==> src/rtl/deinterleaver.sv <==
// Ping-pong block deinterleaver: writes serial bits row-wise into one bank while reading the other in transposed order.
// Optional block-sync input enabled by defining DEINTERLEAVER_SYNC_EN.
module deinterleaver #(
  parameter int ROWS = 4,
  parameter int COLS = 4
) (
  input  logic clk,
  input  logic rst,
`ifdef DEINTERLEAVER_SYNC_EN
  input  logic sync_i,
`endif
  input  logic valid_i,
  input  logic data_i,
  output logic data_o,
  output logic valid_o,
  output logic frame_o
);

  localparam int N  = ROWS * COLS;
  localparam int AW = (N > 1) ? $clog2(N) : 1;

  logic [AW-1:0]         wcnt_q, wcnt_d;
  logic                  wsel_q, wsel_d;
  logic                  primed_q, primed_d;
  logic [1:0][N-1:0]     bank_q, bank_d;
  logic                  data_q, data_d;
  logic                  valid_q, valid_d;
  logic                  frame_q, frame_d;
  logic [AW-1:0]         pos;
  logic                  wsel_eff;

  // Position p of the output block comes from input (p % COLS) * ROWS + p / COLS.
  function automatic logic [AW-1:0] rd_addr(input logic [AW-1:0] p);
    int pi;
    pi = int'(p);
    return AW'((pi % COLS) * ROWS + pi / COLS);
  endfunction

  always_comb begin
    wcnt_d   = wcnt_q;
    wsel_d   = wsel_q;
    primed_d = primed_q;
    bank_d   = bank_q;
    data_d   = data_q;
    valid_d  = 1'b0;
    frame_d  = 1'b0;
    pos      = wcnt_q;
    wsel_eff = wsel_q;
    if (valid_i) begin
`ifdef DEINTERLEAVER_SYNC_EN
      // A sync mid-block abandons the partial block and starts the other bank.
      if (sync_i) begin
        pos = '0;
        if (wcnt_q != '0) wsel_eff = ~wsel_q;
      end
`endif
      bank_d[wsel_eff][pos] = data_i;
      data_d  = bank_q[~wsel_eff][rd_addr(pos)];
      valid_d = primed_q;
      frame_d = primed_q && (pos == '0);
`ifdef DEINTERLEAVER_SYNC_EN
      if (sync_i) begin
        wcnt_d = AW'(1);
        wsel_d = wsel_eff;
        if (wcnt_q == AW'(N - 1)) primed_d = 1'b1;
      end else
`endif
      if (wcnt_q == AW'(N - 1)) begin
        wcnt_d   = '0;
        wsel_d   = ~wsel_q;
        primed_d = 1'b1;
      end else begin
        wcnt_d = wcnt_q + AW'(1);
      end
    end
  end

  always_ff @(posedge clk or posedge rst) begin
    if (rst) begin
      wcnt_q   <= '0;
      wsel_q   <= 1'b0;
      primed_q <= 1'b0;
      bank_q   <= '0;
      data_q   <= 1'b0;
      valid_q  <= 1'b0;
      frame_q  <= 1'b0;
    end else begin
      wcnt_q   <= wcnt_d;
      wsel_q   <= wsel_d;
      primed_q <= primed_d;
      bank_q   <= bank_d;
      data_q   <= data_d;
      valid_q  <= valid_d;
      frame_q  <= frame_d;
    end
  end

  assign data_o  = data_q;
  assign valid_o = valid_q;
  assign frame_o = frame_q;

endmodule
==> config.mk <==
export PLATFORM = sky130hd
export DESIGN_NAME = deinterleaver
export DESIGN_NICKNAME = d
export VERILOG_FILES = /design/src/rtl/deinterleaver.sv
export SDC_FILE = /design/constraint.sdc
export NUM_CORES = 1
export LEC_CHECK = 0
export ABC_AREA = 1
export CAP_MARGIN = 30
export CORE_MARGIN = 2
export CORE_UTILIZATION = 40
export CTS_CLUSTER_SIZE = 28
export DETAILED_ROUTE_END_ITERATION = 7
export DONT_BUFFER_PORTS = 1
export MAX_ROUTING_LAYER = met4
export RECOVER_POWER = 25
export SETUP_SLACK_MARGIN = 0.15
export SLEW_MARGIN = 15
export SYNTH_ARGS = -nofsm -noshare
export SYNTH_HDL_FRONTEND = slang
export SYNTH_SLANG_ARGS = --single-unit
==> constraint.sdc <==
create_clock -name clk -period 1.4 [get_ports clk]
set_clock_uncertainty 0.1 [all_clocks]
set_input_delay 0.21 -clock clk [delete_from_list [all_inputs] [get_ports clk]]
set_output_delay 0.21 -clock clk [all_outputs]
set_load 0.1 [all_outputs]
==> key figures, run 1 <==
Run status
  • Outcome: complete, but fails checks
  • Failing checks: hold timing, setup timing

Logic synthesis
  • Synth Instances: 300
  • Flops & latches, synth: 41
  • Seq/Total Area, Yosys: 47.2%
  • Syn_area_per_cell: 7.24 um^2
  • Syn Nets: 308
  • Synth top area cells: dfrtp_1 47%, nand2_1 15%, inv_1 7.9%, nor2_1 5.9%, o21ai_0 4.4%
  • EDFF count, synth: 0
  • Syn Std Cell Area: 2170 um^2
  • Synth async-reset ratio: 100%
  • Distinct cells, synth: 21
  • Area leader, netlist: dfrtp_1
  • Yosys warnings: 0
  • Post-synth top area share: 47.2%
  • Commonest cells in the netlist: 88 x nand2_1, 46 x inv_1, 41 x dfrtp_1
  • Main flop type after synthesis: dfrtp_1
  • Count leader, synth: nand2_1

Critical path
  • Worst Path Max Fanout: 8
  • Data arrival, critical path: 1650 ps
  • Sequence of cells on the critical path: buf_6, nor2_4, clkinv_4, nor2_2, nor2_1, a21oi_1
  • CP startpoint kind: flop
  • Worst Setup End Kind: flop
  • Reg2reg path depth: 6
  • Max incr delay on CP: 480 ps
  • WS Path Type: flop to flop
  • Critical-path top delay cell: dfrtp_2
  • Required time of the critical path: 1530 ps

CTS
  • Total clock sinks: 41
  • CTS tree: done
  • Max H-tree Level: 2
  • Root Driver: clkbuf_8
  • Longest Clk Path Bufs: 2
  • Clk_lat worst skew: 310 ps
  • # hold bufs at CTS: 2
  • Clock-pin slew on the worst setup and hold paths: 80 ps
  • Inserted Clock Buffers: 5

Timing
  • Tcrit/Tclk final: 109%
  • Final min period: 1520 ps
  • Worst relative slew slack: 59.1%
  • FMAX: 657 MHz
  • RSZ-0062 raised after global routing: true
  • Slew Limit Fails: 0
  • Fin. Hold Viols: 8
  • Final hold slack: -100 ps
  • # setup viols final: 29
  • Worst Tran Pin Value: 613 ps
  • Final worst slack: -123 ps
  • Setup TNS: -1130 ps

Route
  • WL final: 5800 um
  • Drt wl/cell: 14.3 um
  • DR iter-0 viols: 105
  • Post-DRT Antenna Nets: 0
  • Drt drc: 0
  • DRT Pass-1 Iters: 4
  • Via count: 1978
  • Vias/cell: 4.88

Pwr
  • LEAKAGE: 0.00141 uW
  • Peak supply drop: 0.966 mV
  • Pwr dens: 2080 nW/um^2

Flow run
  • Total of max-cap violations: 0

Finish
  • Cell area after layout: 3020 um^2
  • # fillers: 446
  • Area grow syn2layout: 38.8%
  • Layout cells sized above 1: 34.3%
  • Nets: 342
  • Layout Cells excl Fill: 405
  • Antenna diode instance count: 0
  • Layout Utilization: 58.3%

Place
  • Area after DPL: 2430 um^2
  • Placer Congestion: 0.859
  • Port Buffers: 0
  • Detailed Place HPWL: 3590 um
  • Inst Count DP: 382
  • Pre-CTS setup slack: -150 ps

Global routing
  • Number of global-route vias before repair: 1869
  • Initial antenna violation count: 0
  • Largest net degree at the start of global routing: 22
  • First-pass GRT wire length: 9380 um
  • Total track usage: 20.5%
  • Total grt overflow: 0

Floorplan
  • # IOs: 7
  • Core ar.: 5170 um^2
  • Cell Rows: 26
  • Initial core utilization: 42.0%
  • Die H: 77.7 um
  • Chip width: 77.7 um
  • DIE AREA: 6040 um^2

Min path
  • Hold Crit Class: input port to flop
  • Hold Path Stages: 1
-- final timing paths --
kind | from | slack, ps | to
min | valid_i | -100 | pos[0]
max | wsel_eff | -120 | bank_q[5]
min in group asynchronous | rst | 300 | bank_q[22]
max in group asynchronous | rst | 420 | wsel_eff
max reg2reg | wsel_eff | -120 | bank_q[5]
min reg2reg | primed_q | 370 | primed_q
-- cells in the final DEF, fill, tap and decap left out, types with 10 or more instances in the layout --
cell     netlist  layout
nand2_1       88      77
buf_6          0      14
nand3_1       17      17
buf_4          2      17
o21ai_0       19      12
dfrtp_1       41      37
inv_1         46      38
o21ai_1        4      10
nor2_4         2      19
nor2_1        34      10
-- what timing repair did --
action / CTS / global route
pin swaps: 11 / 15
setup endpoints to repair: 39 / 40
gates resized for setup: 52 / 58
gates cloned: 1 / 0
setup buffers: 4 / 8
hold endpoints to repair: 43 / 6
-- metrics by stage --
step                hold slack (ps)  total power, uW
floorplan                      95.1             3680
global placement               33.9             4380
detailed placement             39.6             4410
CTS                           -99.8             5730
global route                  -99.6             6700
finish                         -100             6270
-- worst max-delay path: cells and delay by family (launching register included) --
| kind | cells | cell delay (ps) |
|---|---|---|
| compound gates | 1 | 130 |
| flops | 1 | 480 |
| buf+inv | 2 | 330 |
| simple gates | 3 | 400 |
-- registers in the layout (all words and copies together), names as in the netlist --
name      cells
bank_q       32
wsel_eff      1
data_o        1
primed_q      1
pos           4
frame_o       1
valid_o       1
-- layout make-up --
| type | count | area (um^2) | area share, % |
|---|---|---|---|
| clock buffers | 7 | 96.3 | 3.19 |
| clock inverters | 1 | 5.00 | 0.166 |
| inverters | 51 | 215 | 7.13 |
| multi-input cells | 199 | 1220 | 40.5 |
| flip-flops and latches | 41 | 1030 | 34.2 |
| well taps | 70 | 87.6 | 2.90 |
| repair buffers | 36 | 360 | 11.9 |
-- per-layer routing --
metal  wire length [um]  share of wire (%)  global-route usage [%]
met5                  0                  0                       -
met4                 88                1.5                    5.89
met3                158                2.7                    3.14
met2               2890                 50                    33.0
met1               2670                 46                    26.8
-- power by group --
group	total, uW	internal, uW	switching [uW]
Clock	883	446	437
Combinational	3370	1350	2020
Sequential	2010	1680	332
-- kinds of logic after synthesis --
group / after synthesis / synth area share [%]
compound gates: 49 / 12.0
xor+xnor: 1 / 0.403
fa+ha+maj: 4 / 2.30
buf+inv: 60 / 11.0
flops: 41 / 47.2
simple gates: 145 / 27.1
(Power assumes the default switching activity.)
==> run 2, diff against run 1 <==
--- a/config.mk
+++ b/config.mk
@@ -15,7 +15,7 @@
 export MAX_ROUTING_LAYER = met4
 export RECOVER_POWER = 25
 export SETUP_SLACK_MARGIN = 0.15
-export SLEW_MARGIN = 15
+export SLEW_MARGIN = 20
 export SYNTH_ARGS = -nofsm -noshare
 export SYNTH_HDL_FRONTEND = slang
 export SYNTH_SLANG_ARGS = --single-unit
==> results of run 2 <==
Same layout as run 1: the final DEF is identical, and so are final timing and power.
==> run 3, diff against run 2 <==
--- a/config.mk
+++ b/config.mk
@@ -7,7 +7,7 @@
 export LEC_CHECK = 0
 export ABC_AREA = 1
 export CAP_MARGIN = 30
-export CORE_MARGIN = 2
+export CORE_MARGIN = 1
 export CORE_UTILIZATION = 40
 export CTS_CLUSTER_SIZE = 28
 export DETAILED_ROUTE_END_ITERATION = 7
==> run 3 against run 2 <==
The flow still finishes with violations (hold timing, setup timing). Wire length down 0.78%. Via count increased by 0.56%. Final cell count increased by 0.25%. Design area rose by 2.7%. Critical path type unchanged. Critical endpoint is now data_o.
==> key figures, run 3 (synthesis results as in run 1) <==
Run status
  • Outcome: complete, but fails checks
  • Failing checks: hold timing, setup timing

Pwr
  • Clock share of power: 17.2%
  • Flop pwr share: 30.2%
  • Total Power: 6730 uW
  • Peak supply drop: 0.941 mV
  • P_sw: 2880 uW
  • Internal power: 3840 uW
  • Net Sw Frac: 42.9%
  • Combinational share of power: 52.5%
  • LEAKAGE: 0.00144 uW
  • Pwr dens: 2170 nW/um^2

CTS
  • Root Driver: clkbuf_8
  • Clk_lat worst skew: 300 ps
  • Max H-tree Level: 2
  • Clock-pin slew on the worst setup and hold paths: 90 ps
  • CTS tree: done
  • # hold bufs at CTS: 2
  • Longest Clk Path Bufs: 2
  • Total clock sinks: 41
  • Inserted Clock Buffers: 5

Floorplan
  • Initial core utilization: 42.0%
  • Die H: 75.7 um
  • # IOs: 7
  • Core ar.: 5170 um^2
  • Cell Rows: 26
  • DIE AREA: 5730 um^2
  • Chip width: 75.7 um

Place
  • Detailed Place HPWL: 3700 um
  • Placer Congestion: 0.859
  • Inst Count DP: 382
  • Port Buffers: 0

Critical path
  • CP startpoint kind: flop
  • WS Path Type: flop to flop
  • Worst Path Max Fanout: 6
  • Worst Setup End Kind: flop
  • Reg2reg path depth: 10
  • R2R Setup Slk: -70 ps
  • Data arrival, critical path: 1620 ps
  • Required time of the critical path: 1550 ps
  • R2R Path Start: pos[3]
  • FF-to-FF End: data_o

Route
  • Vias/cell: 4.90
  • Drt drc: 0
  • WL final: 5760 um
  • Post-DRT Antenna Nets: 0
  • Drt wl/cell: 14.2 um
  • Via count: 1989
  • DR iter-0 viols: 79
  • DRT Pass-1 Iters: 4

Global routing
  • Met1 Track Usage GR: 28.4%
  • Gr busiest metal: met2
  • Number of global-route vias before repair: 1908
  • Total track usage: 22.5%
  • Largest net degree at the start of global routing: 20
  • Total grt overflow: 0
  • First-pass GRT wire length: 9080 um
  • Met3 Use GR: 3.97%
  • Met2 GRT Util: 36.7%
  • Initial antenna violation count: 0

Finish
  • # fillers: 449
  • Area grow syn2layout: 42.6%
  • Biggest register: bank_q
  • Layout Cells excl Fill: 406
  • Antenna diode instance count: 0
  • Nets: 343
  • Most frequent cells in the layout: 76 x nand2_1, 38 x inv_1, 36 x dfrtp_1
  • Commonest non-fill, non-tap cell in the layout: nand2_1
  • Max reg flops: 32
  • Layout cells sized above 1: 35.4%

Timing
  • Final min period: 1470 ps
  • RSZ-0062 raised after global routing: true
  • Worst Tran Pin Value: 821 ps
  • Final hold slack: -103 ps
  • Tcrit/Tclk final: 105%
  • FMAX: 680 MHz
  • Setup TNS: -262 ps
  • # setup viols final: 14
  • Fin. Hold Viols: 8
  • Worst relative slew slack: 45.0%
  • Slew Limit Fails: 0
  • Final worst slack: -71.6 ps

Flow run
  • Total of max-cap violations: 0

Min path
  • Hold path endpoint: pos[0]
  • Hold Crit Class: input port to flop
  • Hold Path Stages: 1
  • Hold Crit Start: valid_i
==> run 3: changes by cell type in the layout (fill, tap and decap cells not counted), moves of 3 or more <==
cell / previous run / this run
inv_2: 7 / 2
o21ai_0: 12 / 7
buf_6: 14 / 10
inv_4: 3 / 7
inv_6: 0 / 4
o21ai_1: 10 / 14
a21oi_1: 6 / 3
a21oi_2: 8 / 11
==> run 3: timing repair <==
action,CTS,global route
gates resized for setup,96,25
pin swaps,23,15
endpoints found under the hold margin,46,7
buffers inserted,4,5
setup endpoints to repair,40,38
cloned,4,1
==> run 3: cell type report <==
cell class,count,area [um^2],area share (%)
Clock buffer,5,68.8,2.22
Clock inverter,3,65.1,2.10
Inverter,51,233,7.51
Multi-Input combinational cell,199,1220,39.4
Sequential cell,41,1030,33.3
Tap cell,70,87.6,2.83
Timing Repair Buffer,35,375,12.1
Timing Repair inverter,2,17.5,0.565
==> run 3: per-stage QoR <==
step,cell area [um^2],worst slack [ps],util (%)
floorplan,2220,38.5,-
global placement,2430,-42.1,47.0
detailed placement,2430,-64.9,47.0
CTS,2950,-25.6,57.1
global route,3100,-197,59.9
finish,3100,-71.6,59.9
==> run 3: power by group through the flow <==
stage	clock network (uW)	logic, uW	registers [uW]
6_report	1160	3530	2040
5_1_grt	1200	3880	2090
4_1_cts	1170	3210	2030
3_5_place_dp	0	2440	1980
3_3_place_gp	0	2410	1960
2_1_floorplan	0	1630	2060
==> run 3: critical path, cell delays in order (launching register included) <==
cell     delay, ps
dfrtp_2        470
inv_2           80
nor2_4         230
nand3_1        110
nand2_1         90
nor2_1          50
nor2_1         100
nor2_1          50
nand2_1         50
nand2_1         40
nand2_1         50
==> run 3: worst max path at each step <==
| stage | slack [ps] | end | from |
|---|---|---|---|
| 3_3_place_gp | -40 | data_o | wsel_eff |
| 3_5_place_dp | -60 | data_o | wsel_eff |
| 4_1_cts | -30 | data_o | pos[2] |
| 6_report | -70 | data_o | pos[3] |
| 2_1_floorplan | 40 | data_o | wsel_eff |
| 5_1_grt | -200 | data_o | wsel_eff |
==> run 3: routing by layer <==
metal | wire length [um] | up-vias
li1 | - | 1000
met1 | 2570 | 944
met2 | 2960 | 36
met3 | 154 | 9
met4 | 79 | 0
met5 | 0 | -
